==> config.mk <==
export PLATFORM = sky130hd
export DESIGN_NAME = sfp_div
export DESIGN_NICKNAME = d
export VERILOG_FILES = /design/src/rtl/sfp_pkg.sv /design/src/rtl/sfp_lzc.sv /design/src/rtl/sfp_div.sv
export SDC_FILE = /design/constraint.sdc
export NUM_CORES = 1
export LEC_CHECK = 0
export ABC_AREA = 1
export BUFFER_PORTS_ARGS = -buffer_cell sky130_fd_sc_hd__buf_4
export CAP_MARGIN = 15
export CORE_ASPECT_RATIO = 0.75
export CORE_UTILIZATION = 65
export DETAILED_ROUTE_END_ITERATION = 8
export GPL_TIMING_DRIVEN = 1
export PLACE_DENSITY = 0.85
export SLEW_MARGIN = 20
export SYNTH_ARGS = -nofsm -noshare
export SYNTH_HDL_FRONTEND = slang
export SYNTH_HIERARCHICAL = 1
export SYNTH_SLANG_ARGS = --single-unit
==> constraint.sdc <==
create_clock -name i_clk -period 7.2 [get_ports i_clk]
set_input_delay 0.36 -clock i_clk [delete_from_list [all_inputs] [get_ports i_clk]]
set_output_delay 0.36 -clock i_clk [all_outputs]
set_load 0.05 [all_outputs]
==> src/rtl/sfp_pkg.sv <==
// Shared definitions for the sfp 26-bit float datapath: field layout,
// saturation pattern and the divider control states.
package sfp_pkg;

    localparam int unsigned EXP_BIAS = 127;
    localparam int unsigned SFP_W    = 26;
    localparam int unsigned SIGN_BIT = 25;
    localparam int unsigned EXP_MSB  = 24;
    localparam int unsigned EXP_LSB  = 17;
    localparam int unsigned EXP_W    = EXP_MSB - EXP_LSB + 1;
    localparam int unsigned FRAC_W   = 17;
    localparam int unsigned MANT_W   = 18;
    localparam int unsigned EXPI_W   = 11;

    localparam logic [FRAC_W-1:0] SFP_SAT_MAG = 17'h1FFFF;

    typedef struct packed {
        logic              sign;
        logic [EXP_W-1:0]  exp;
        logic [FRAC_W-1:0] frac;
    } sfp_t;

    typedef enum logic [2:0] {IDLE, NORM, DIV, PACK, OUT} state_t;

endpackage

==> src/rtl/sfp_lzc.sv <==
// Leading-one normaliser: places the leading one of an 18-bit magnitude at
// bit 16 and reports the matching signed exponent adjustment.
module sfp_lzc
    import sfp_pkg::*;
(
    input  logic [17:0] mag,
    output logic [16:0] norm_c,
    output logic [10:0] adj_c
);

    logic [4:0] lead;
    logic [4:0] shamt;

    always_comb begin
        lead = '0;
        for (int i = 0; i < int'(FRAC_W); i++) begin
            if (mag[i]) lead = 5'(i);
        end
        shamt = 5'd16 - lead;
        // Only 2^17 can reach bit 17; it needs a right shift instead.
        if (mag[MANT_W-1]) begin
            norm_c = mag[17:1];
            adj_c  = 11'd1;
        end else begin
            norm_c = mag[16:0] << shamt;
            adj_c  = 11'd0 - 11'(shamt);
        end
    end

endmodule

==> src/rtl/sfp_div.sv <==
// Iterative sfp divider: normalise, 18-step restoring divide, pack with
// divide-by-zero / overflow / underflow handling. One result per 21 cycles.
module sfp_div #(
    parameter int unsigned EXP_BIAS = sfp_pkg::EXP_BIAS
) (
    input  logic        i_clk,
    input  logic        i_rst,
    input  logic        i_req,
    input  logic [25:0] i_da,
    input  logic [25:0] i_db,
    output logic        o_rdy,
    output logic        o_vld,
    output logic [25:0] o_do,
    output logic        o_dz,
    output logic        o_ovf,
    output logic        o_unf
);
    import sfp_pkg::*;

    state_t      state, state_nxt;
    logic        accept;
    sfp_t        da_q, db_q;
    logic        sign_q, a_zero, b_zero;
    logic [16:0] nb;
    logic [10:0] ea, eb;
    logic [18:0] rem, diff;
    logic [17:0] quo;
    logic [4:0]  cnt;
    logic        ge;

    logic [17:0] ma, mb, mag_a, mag_b;
    logic [16:0] norm_a, norm_b;
    logic [10:0] adj_a, adj_b;

    logic [10:0] exp_r;
    logic [16:0] mag_r;
    logic [17:0] mant_r;
    sfp_t        res, sat_w;
    logic        dz_r, ovf_r, unf_r;

    assign ma    = {da_q.sign, da_q.frac};
    assign mb    = {db_q.sign, db_q.frac};
    assign mag_a = ma[17] ? 18'(-ma) : ma;
    assign mag_b = mb[17] ? 18'(-mb) : mb;

    sfp_lzc u_lzc_a (.mag(mag_a), .norm_c(norm_a), .adj_c(adj_a));
    sfp_lzc u_lzc_b (.mag(mag_b), .norm_c(norm_b), .adj_c(adj_b));

    always_ff @(posedge i_clk) begin
        if (i_rst) state <= IDLE;
        else       state <= state_nxt;
    end

    always_comb begin
        state_nxt = state;
        accept    = 1'b0;
        case (state)
            IDLE: begin
                if (i_req) begin
                    accept    = 1'b1;
                    state_nxt = NORM;
                end
            end
            NORM: state_nxt = DIV;
            DIV:  if (cnt == 5'(MANT_W - 1)) state_nxt = PACK;
            PACK: state_nxt = OUT;
            OUT: begin
                if (i_req) begin
                    accept    = 1'b1;
                    state_nxt = NORM;
                end else begin
                    state_nxt = IDLE;
                end
            end
            default: state_nxt = IDLE;
        endcase
    end

    // Restoring step: remainder stays below 2^18, so bit 18 of diff is the borrow.
    assign diff = rem - {2'b00, nb};
    assign ge   = ~diff[18];

    always_comb begin
        exp_r  = ea - eb + 11'(EXP_BIAS) - (quo[17] ? 11'd0 : 11'd1);
        mag_r  = quo[17] ? quo[17:1] : quo[16:0];
        mant_r = sign_q ? 18'(-{1'b0, mag_r}) : {1'b0, mag_r};
        sat_w  = '{sign: sign_q, exp: '1, frac: SFP_SAT_MAG};
        res    = '{sign: mant_r[17], exp: exp_r[7:0], frac: mant_r[16:0]};
        dz_r   = 1'b0;
        ovf_r  = 1'b0;
        unf_r  = 1'b0;
        if (b_zero) begin
            dz_r = 1'b1;
            res  = sat_w;
        end else if (a_zero) begin
            res = '0;
        end else if (!exp_r[10] && exp_r[9:8] != 2'b00) begin
            ovf_r = 1'b1;
            res   = sat_w;
        end else if (exp_r[10]) begin
            unf_r = 1'b1;
            res   = '0;
        end
    end

    always_ff @(posedge i_clk) begin
        if (i_rst) begin
            o_rdy  <= 1'b1;
            o_vld  <= 1'b0;
            o_do   <= '0;
            o_dz   <= 1'b0;
            o_ovf  <= 1'b0;
            o_unf  <= 1'b0;
            da_q   <= '0;
            db_q   <= '0;
            sign_q <= 1'b0;
            a_zero <= 1'b0;
            b_zero <= 1'b0;
            nb     <= '0;
            ea     <= '0;
            eb     <= '0;
            rem    <= '0;
            quo    <= '0;
            cnt    <= '0;
        end else begin
            o_rdy <= (state_nxt == IDLE) || (state_nxt == OUT);
            o_vld <= (state_nxt == OUT);
            if (accept) begin
                da_q <= i_da;
                db_q <= i_db;
            end
            case (state)
                NORM: begin
                    sign_q <= da_q.sign ^ db_q.sign;
                    a_zero <= (ma == '0);
                    b_zero <= (mb == '0);
                    nb     <= norm_b;
                    ea     <= 11'(da_q.exp) + adj_a;
                    eb     <= 11'(db_q.exp) + adj_b;
                    rem    <= {2'b00, norm_a};
                    quo    <= '0;
                    cnt    <= '0;
                end
                DIV: begin
                    rem <= ge ? {diff[17:0], 1'b0} : {rem[17:0], 1'b0};
                    quo <= {quo[16:0], ge};
                    cnt <= cnt + 5'd1;
                end
                PACK: begin
                    o_do  <= res;
                    o_dz  <= dz_r;
                    o_ovf <= ovf_r;
                    o_unf <= unf_r;
                end
                default: ;
            endcase
        end
    end

endmodule

# Yosys cells after proc, flatten, opt, wreduce, memory -nomap -nowiden
# Index checks and enable logic that the tools add are counted.
word_totals:
  reg_bits: 170
  wordCells: 119
classes:
  addsub: 14
  n_eq_ne: 6
  shift: 2
  n_mux: 63
  bitwise: 2
  n_reduce_logical: 10
ops:
  columns: ["cell", "count"]
  rows:
  - ["2-to-1 mux 26 bit", 4]
  - ["2-to-1 mux 4 bit", 16]
  - ["2-to-1 mux 18 bit", 3]
  - ["2-to-1 mux 17 bit", 3]
  - ["case mux 19 bit (2 select lines)", 1]
  - ["logical NOT 18 bit", 2]
  - ["negation 18 bit", 2]
  - ["case mux 18 bit (2 select lines)", 1]
  - ["<< shifter 17 x 5 -> 17 bit", 2]
  - ["2-to-1 mux 3 bit", 10]
  - ["adder 8 x 11 -> 11 bit", 2]
  - ["2-to-1 mux 11 bit", 2]
  - ["2-to-1 mux 19 bit", 1]
  - ["subtractor 19 x 17 -> 19 bit", 1]
  - ["negation 17 -> 18 bit", 1]
  - ["case mux 3 bit (5 select lines)", 1]
  - ["2-to-1 mux 1 bit", 14]
  - ["subtractor 1 x 5 -> 6 bit, first input constant", 2]
  - ["adder 11 x 7 -> 11 bit, second input constant", 1]
  - ["subtractor 11 x 1 -> 11 bit", 1]
  - ["subtractor 11 bit", 1]
  - ["2-to-1 mux 5 bit", 2]
  - ["case mux 5 bit (2 select lines)", 1]
  - ["subtractor 5 bit, first input constant", 2]
  - ["other kinds (14)", 21]

# Depth between registers and ports, before layout
# Gate-level depths: netlist (run 1).
depth:
  ltp_word: 22
  depth_mapped: 42
  depth_no_buf: 40

# Cells and area by module
# Netlist (run 1), hierarchy kept.
by_module_without_submodules:
  columns: ["mod", "instances", "cells_each", "area_per_inst_um2"]
  rows:
  - ["sfp_div", 1, 1575, 10497.6]
  - ["sfp_lzc", 2, 263, 1396.3]

# Worst setup path after synthesis (run 1)
# No wires, ideal clock.
synth_timing:
  path_kind: "flip-flop to flip-flop"
  startpoint: "reg da_q[0] (netlist name)"
  endpoint: "reg ea[7]"
  setup_time_ns: 0.056
  arrival_ns: 4.699
  t_required_ns: 7.144
  path_slack_ns: 2.445
  stages_incl_launch_ff: 37
  path_buffers: 4
  synth_period_minus_slack_ns: 4.755
  path_cell_list: "dfxtp_1 > inv_1 > ha_1 > nand3_1 > nor2_1 > nand2_1 > nor3_1 > nand4_1 > inv_1 > nand2_1 > nand2_1 > xor2_1 > bufbuf_16 > inv_1 > nand2_1 > buf_2 > nand2_4 > buf_8 > inv_2 > ha_1 > inv_1 > nor2_1 > inv_1 > nand2_1 > buf_2 > nand2_1 > o21ai_0 > o31ai_1 > ha_1 > nand2_1 > o21ai_0 > a21oi_1 > or2_2 > a21o_1 > nand3_1 > nand2_1 > inv_1"
synth_via:
  word_cells_on_any_way: 22
  classes_between: "4 x add/sub; 18 x mux"
synth_rtl:
  columns: ["element", "line_no", "rtl"]
  rows:
  - ["from (decl)", "sfp_div.sv:22", "sfp_t da_q, db_q;"]
  - ["from (signal assigned)", "sfp_div.sv:129", "da_q <= i_da;"]
  - ["negation 18 bit", "sfp_div.sv:43", "assign mag_a = ma[17] ? 18'(-ma) : ma;"]
  - ["2-to-1 mux 18 bit", "sfp_div.sv:43", null]
  - ["net mag_a[16]", "sfp_div.sv:31", "logic [17:0] ma, mb, mag_a, mag_b;"]
  - ["2-to-1 mux 5 bit", "sfp_lzc.sv:17", "if (mag[i]) lead = 5'(i);"]
  - ["subtractor 5 bit", "sfp_lzc.sv:19", "shamt = 5'd16 - lead;"]
  - ["subtractor 1 x 5 -> 6 bit", "sfp_lzc.sv:26", "adj_c = 11'd0 - 11'(shamt);"]
  - ["2-to-1 mux 11 bit", "sfp_lzc.sv:21", "if (mag[MANT_W-1]) begin"]
  - ["net adj_a[4]", "sfp_div.sv:33", "logic [10:0] adj_a, adj_b;"]
  - ["adder 8 x 11 -> 11 bit", "sfp_div.sv:138", "ea <= 11'(da_q.exp) + adj_a;"]
  - ["to (signal assigned)", "sfp_div.sv:138", null]
  - ["to (decl)", "sfp_div.sv:25", "logic [10:0] ea, eb;"]
# The timed path passes the listed nets, and every way through them passes these cells.
# A chain may end at the register's enable or synchronous reset.

# Final worst setup path (run 1)
layout_timing:
  startpoint: "reg da_q[0] (netlist name)"
  endpoint: "reg ea[10]"
# Same word-level chain as after synthesis.

==> results of run 1 <==
==> metal layers <==
| metal | vias up | global-route usage (%) | part of all wire (%) | routed length (um) |
|---|---|---|---|---|
| li1 | 6876 | - | - | - |
| met1 | 6444 | 53.5 | 46 | 17900 |
| met2 | 643 | 55.4 | 41 | 16000 |
| met3 | 70 | 7.67 | 10 | 3900 |
| met4 | 0 | 11.8 | 2.4 | 943 |
| met5 | - | 0 | 0 | 0 |
==> report_power, final <==
part	internal (uW)	switching (uW)
combinational	882	1900
clock	462	455
sequential	1010	59.3
total	2360	2410
==> registers in the layout, indices dropped and copies added (netlist names) <==
name	flops
ea	11
o_rdy	1
rem	19
cnt	5
db_q	26
state	3
quo	18
o_dz	1
o_do	26
sign_q	1
eb	11
o_ovf	1
o_unf	1
b_zero	1
o_vld	1
nb	17
a_zero	1
da_q	26
==> logic make-up after synthesis <==
family                     Yosys count  synth area share [%]
and+or+nand+nor                   1025                  33.3
AOI/OAI and AO/OA                  400                  16.9
buffers and inverters              362                  12.1
DFF                                170                  25.6
adders and majority gates           73                  7.16
xor gates and xnor gates            71                  4.96
==> final cells by class <==
cell class / instances / area share, %
timing repair buffer: 96 / 5.03
tap: 253 / 2.21
clock inverter: 15 / 1.15
multi-input combinational: 1569 / 58.0
inverter: 262 / 6.89
clock buffer: 17 / 2.97
sequential: 170 / 23.7
==> placed cells by master, fill, tap and decap left out, drive strengths merged, types with 54 or more instances in the layout <==
cell   netlist  final
nand2      562    562
o21ai      166    166
nor2       196    196
buf         44     96
ha          68     68
dfxtp      170    170
xor2        54     54
inv        255    259
nand3      233    233
a21oi      165    165
==> final timing paths <==
check | to | slack [ns] | start | depth (start not counted)
setup reg to reg | ea[10]$_SDFFE_PP0P_ | 0.79 | da_q[0]$_SDFFE_PP0P_ | 28
setup / recovery | ea[10]$_SDFFE_PP0P_ | 0.79 | da_q[0]$_SDFFE_PP0P_ | 28
hold / removal | db_q[11]$_SDFFE_PP0P_ | 0.16 | i_db[11] | 3
hold reg to reg | o_ovf$_SDFFE_PP0N_ | 0.47 | o_ovf$_SDFFE_PP0N_ | 2
==> per-stage QoR <==
stage	worst slack, ns	hold slack (ns)	instance area (um^2)	power (uW)	cells
finish	0.788	0.158	14300	4770	2382
global route	0.245	0.171	14300	5110	2382
global placement	1.08	0.454	13700	3710	2350
floorplan	2.45	0.435	13300	3250	2101
CTS	0.752	0.154	14300	4690	2382
detailed placement	0.775	0.468	13700	3760	2350
==> critical path, delay by kind of cell (launching register included) <==
kind                       cells  cell delay [ns]
DFF                            1             0.33
buffers and inverters          7             1.19
AOI/OAI and AO/OA              3             0.66
adders and majority gates      3             1.18
and+or+nand+nor               13             2.38
xor gates and xnor gates       2             0.55
==> timing repair <==
action,4_1_cts,5_1_grt
gates resized for setup,0,2
setup endpoints to repair,0,3
endpoints found under the hold margin,0,0
==> results_dict.tcl, run 1 <==
set metrics [dict create \
    status "finished clean" \
    rsz0062_at_grt "no" \
    drv_cap 0 \
    dr.pass1.iters 6 \
    wl_per_cell_um 16.3 \
    crit_fanout 22 \
    first_global_vias 12600 \
    seq_area_frac_synth_pct 25.6 \
    cts_buffers 17 \
    clock-sinks 170 \
    crit_type "reg -> reg" \
    die_h_um 126 \
    n_antenna_cell 0 \
    area_delta_synth_final_pct 7.82 \
    final_util_pct 72.7 \
    drtIter0Drc 1619 \
    grt_max_degree 103 \
    grt_use_total_pct 37.2 \
    clkLatencyLatePin_ns 0.45 \
    synth_edf_count 0 \
    antenna_found_initial 0 \
    cts_tree "done" \
    yosys.cell_types.count 54 \
    synth.avg_cell_area_um2 6.33 \
    hold_viol 0 \
    clock_skew_ns 0.00770 \
    required_ns 7.55 \
    fmax_ghz 0.156 \
    syn-num-nets 2229 \
    arrival_ns 6.76 \
    grt_first_pass_wirelength_mm 63.2 \
    gp_congestion 0.987 \
    vdd_drop_max_v 0.000235 \
    cellPowerDensity_nw_per_um2 333 \
    fill_cells 1701 \
    hp-class "in -> reg" \
    synth_top_area_share_pct 25.6 \
    post-route-period-util_pct 89.1 \
    worstSetupEndpointType "register" \
    io_pins 86 \
    port_buffers 85 \
    drtAntennaViolNets 0 \
    synth_top_area_cell "dfxtp_1" \
    post-cts-setup-buffer-count 0 \
    synthCells 2101 \
    slew_headroom_pct 35.2 \
    grt_overflow 0 \
    synthFlopType "dfxtp_1" \
    fin_nets 2244 \
    synthArstFlopShare_pct 0 \
    cp_slowest_cell "ha_1" \
    crit_path_start_kind "register" \
    hold_buffers 0 \
    cellLeakagePower_uw 0.00691 \
    yosysWarningCount 6 \
    synth.most_common_cell "nand2_1" \
    tightest_slew_ns 0.968 \
    drc 0 \
    htreeDepth 4 \
    finalSetupViolCount 0 \
    vias_per_cell 5.89 \
    drt_wl_total_mm 38.8 \
    setup_tns_ns 0 \
    dieArea_um2 21000 \
    netlist_top_cells_count "553 x nand2_1, 249 x inv_1, 220 x nand3_1" \
    die_x_um 167 \
    drive_above_1_share_pct 9.58 \
    core_um2 19700 \
    min_period_ns 6.41 \
    hpwlAfterDp_mm 28.6 \
    vias 14000 \
    synth_area_um2 13300 \
    seq_area_um2 3400 \
    clockBufferDepth 2 \
    multi_input_area_um2 8310 \
    clkTransAtPathRegs_ns 0.07 \
    slew_violations 0 \
    start_util_pct 67.4 \
    synth_area_leaders "dfxtp_1 26%, nand2_1 16%, nand3_1 8.3%, inv_1 7.0%, ha_1 6.4%" \
    critPathMaxStageDelay_ns 0.56 \
    yosys_register_bits 170 \
    cts_root_buf "clkbuf_16" \
    rows 44 \
]
(Power assumes the default switching activity.)
==> inputs of run 2 (changes only) <==
- PLACE_DENSITY: 0.85 -> unset
- PLACE_DENSITY_LB_ADDON: unset -> 0.15
==> run 2 against run 1 <==
Net effect: cell area hardly changed; die area stayed put; hold slack better by 0.011 ns; first-iteration DRC count is 1.1% higher; utilization hardly changed; clock skew hardly changed.
==> results_dict.tcl, run 2 (synthesis gave the netlist of run 1 again) <==
set metrics [dict create \
    slew_violations 0 \
    vias_per_cell 5.83 \
    dp_slack_ns 0.887 \
    pwr-share-clk_pct 20.6 \
    die_x_um 167 \
    cts_buffers 17 \
    first_global_vias 12400 \
    final_common_cell "nand2_1" \
    tightest_slew_ns 1.04 \
    finalSetupViolCount 0 \
    drv_cap 0 \
    min_period_ns 6.58 \
    critPathMaxStageDelay_ns 0.58 \
    required_ns 7.53 \
    drc 0 \
    worstReg2RegEnd "ea[10]$_SDFFE_PP0P_" \
    endpoint "ea[10]$_SDFFE_PP0P_" \
    n_antenna_cell 0 \
    start_util_pct 67.4 \
    antenna_found_initial 0 \
    io_pins 86 \
    dieArea_um2 21000 \
    area_delta_synth_final_pct 7.81 \
    arrival_ns 6.92 \
    regToRegSetupSlack_ns 0.62 \
    min_from "i_db[11]" \
    pwr-share-comb_pct 57.0 \
    drtIter0Drc 1637 \
    cts_root_buf "clkbuf_16" \
    vias 13900 \
    dr.pass1.iters 6 \
    wl_met1_mm 17.8 \
    drive_above_1_share_pct 9.31 \
    drtAntennaViolNets 0 \
    fill_cells 1640 \
    hold_viol 0 \
    clock-sinks 170 \
    route.met2.wl_mm 15.3 \
    hold_buffers 0 \
    grt_first_pass_wirelength_mm 62.2 \
    hpwlAfterDp_mm 28.0 \
    gp_congestion 0.983 \
    status "finished clean" \
    core_um2 19700 \
    reg2regPathDepth 28 \
    post-cts-setup-buffer-count 0 \
    cellPowerDensity_nw_per_um2 334 \
    p_int_uw 2460 \
    wl_met3_mm 4.01 \
    r2r_start "da_q[0]$_SDFFE_PP0P_" \
    wl_per_cell_um 15.9 \
    power_switching_uw 2330 \
    clock_skew_ns 0.00774 \
    rows 44 \
    fin_nets 2242 \
    layout_setup_ws_ns 0.617 \
    layout_common_cells "551 x nand2_1, 248 x inv_1, 220 x nand3_1" \
    setup_tns_ns 0 \
    drt_wl_total_mm 37.9 \
    clkTransAtPathRegs_ns 0.07 \
    cp-startpoint "da_q[0]$_SDFFE_PP0P_" \
    crit_fanout 22 \
    port_buffers 85 \
    htreeDepth 4 \
    clkLatencyLatePin_ns 0.44 \
    cts_tree "done" \
    die_h_um 126 \
    worstSetupEndpointType "register" \
    post-route-period-util_pct 91.4 \
    top_layer "met4" \
    worstHoldPathCells 3 \
    clockBufferDepth 2 \
    rsz0062_at_grt "no" \
    vdd_drop_max_v 0.000247 \
    p_seq_share_pct 22.4 \
    p_sw_share_pct 48.7 \
    hp-class "in -> reg" \
    grt_use_total_pct 36.8 \
    grt_max_degree 76 \
    cp_slowest_cell "xor2_1" \
    grt_overflow 0 \
    crit_type "reg -> reg" \
    fmax_ghz 0.152 \
    cellLeakagePower_uw 0.00691 \
    reg.largest.list "da_q x26, db_q x26, o_do x26" \
    ctsResizeCount 0 \
    crit_path_start_kind "register" \
    slew_headroom_pct 30.7 \
]
-- run 2: cell types whose count changed in the layout (fill, tap and decap cells not counted), moves of 2 or more --
| cell | delta |
|---|---|
| clkinv_8 | -5 |
| bufinv_16 | +3 |
| buf_4 | -2 |
| clkbuf_8 | +2 |
| clkinv_2 | -2 |
| clkinv_4 | -2 |
-- run 2: power groups by stage --
stage	logic [uW]	clock network [uW]	registers [uW]
3_5_place_dp	2640	0	1090
2_1_floorplan	2160	0	1090
6_report	2730	986	1070
4_1_cts	2660	992	1070
5_1_grt	3050	1040	1080
3_3_place_gp	2610	0	1090
-- run 2: layer usage --
metal / vias up / track usage, %
met5: - / 0
met2: 644 / 52.7
met4: 0 / 10.5
li1: 6862 / -
met1: 6304 / 53.4
met3: 56 / 10.2
-- run 2: through the flow --
stage               cells  power, uW  hold slack (ns)  cell area [um^2]  utilization [%]
floorplan            2101       3250            0.435             13300                -
global placement     2348       3700            0.453             13700             69.6
detailed placement   2348       3730            0.460             13700             69.6
CTS                  2379       4730            0.161             14300             72.7
global route         2379       5170            0.167             14300             72.7
finish               2379       4790            0.169             14300             72.7
-- run 2: how the worst min path moves through the flow --
| stage | endpoint | slack [ns] |
|---|---|---|
| after floorplan | ea[2]$_SDFFE_PP0P_ | 0.44 |
| after global placement | o_dz$_SDFFE_PP0N_ | 0.45 |
| after detailed placement | o_dz$_SDFFE_PP0N_ | 0.46 |
| after CTS | db_q[11]$_SDFFE_PP0P_ | 0.16 |
| after global routing | db_q[9]$_SDFFE_PP0P_ | 0.17 |
| final | db_q[11]$_SDFFE_PP0P_ | 0.17 |
-- run 2: area by class of cell --
type	count	area, um^2	share of cell area, %
multi-input cells	1569	8300	58.0
clock buffers	20	457	3.19
well taps	253	317	2.21
clock inverters	11	159	1.11
flip-flops and latches	170	3400	23.8
inverters	262	983	6.86
repair buffers	94	706	4.92
-- run 2: worst max-delay path: cells and delay by family (launching register included) --
family	cells	cell delay (ns)
AO/OA/AOI/OAI	3	0.70
XOR/XNOR	2	0.76
adder cells (fa/ha/maj)	3	1.13
buffers and inverters	7	1.18
flip-flops	1	0.33
AND/OR/NAND/NOR	13	2.37
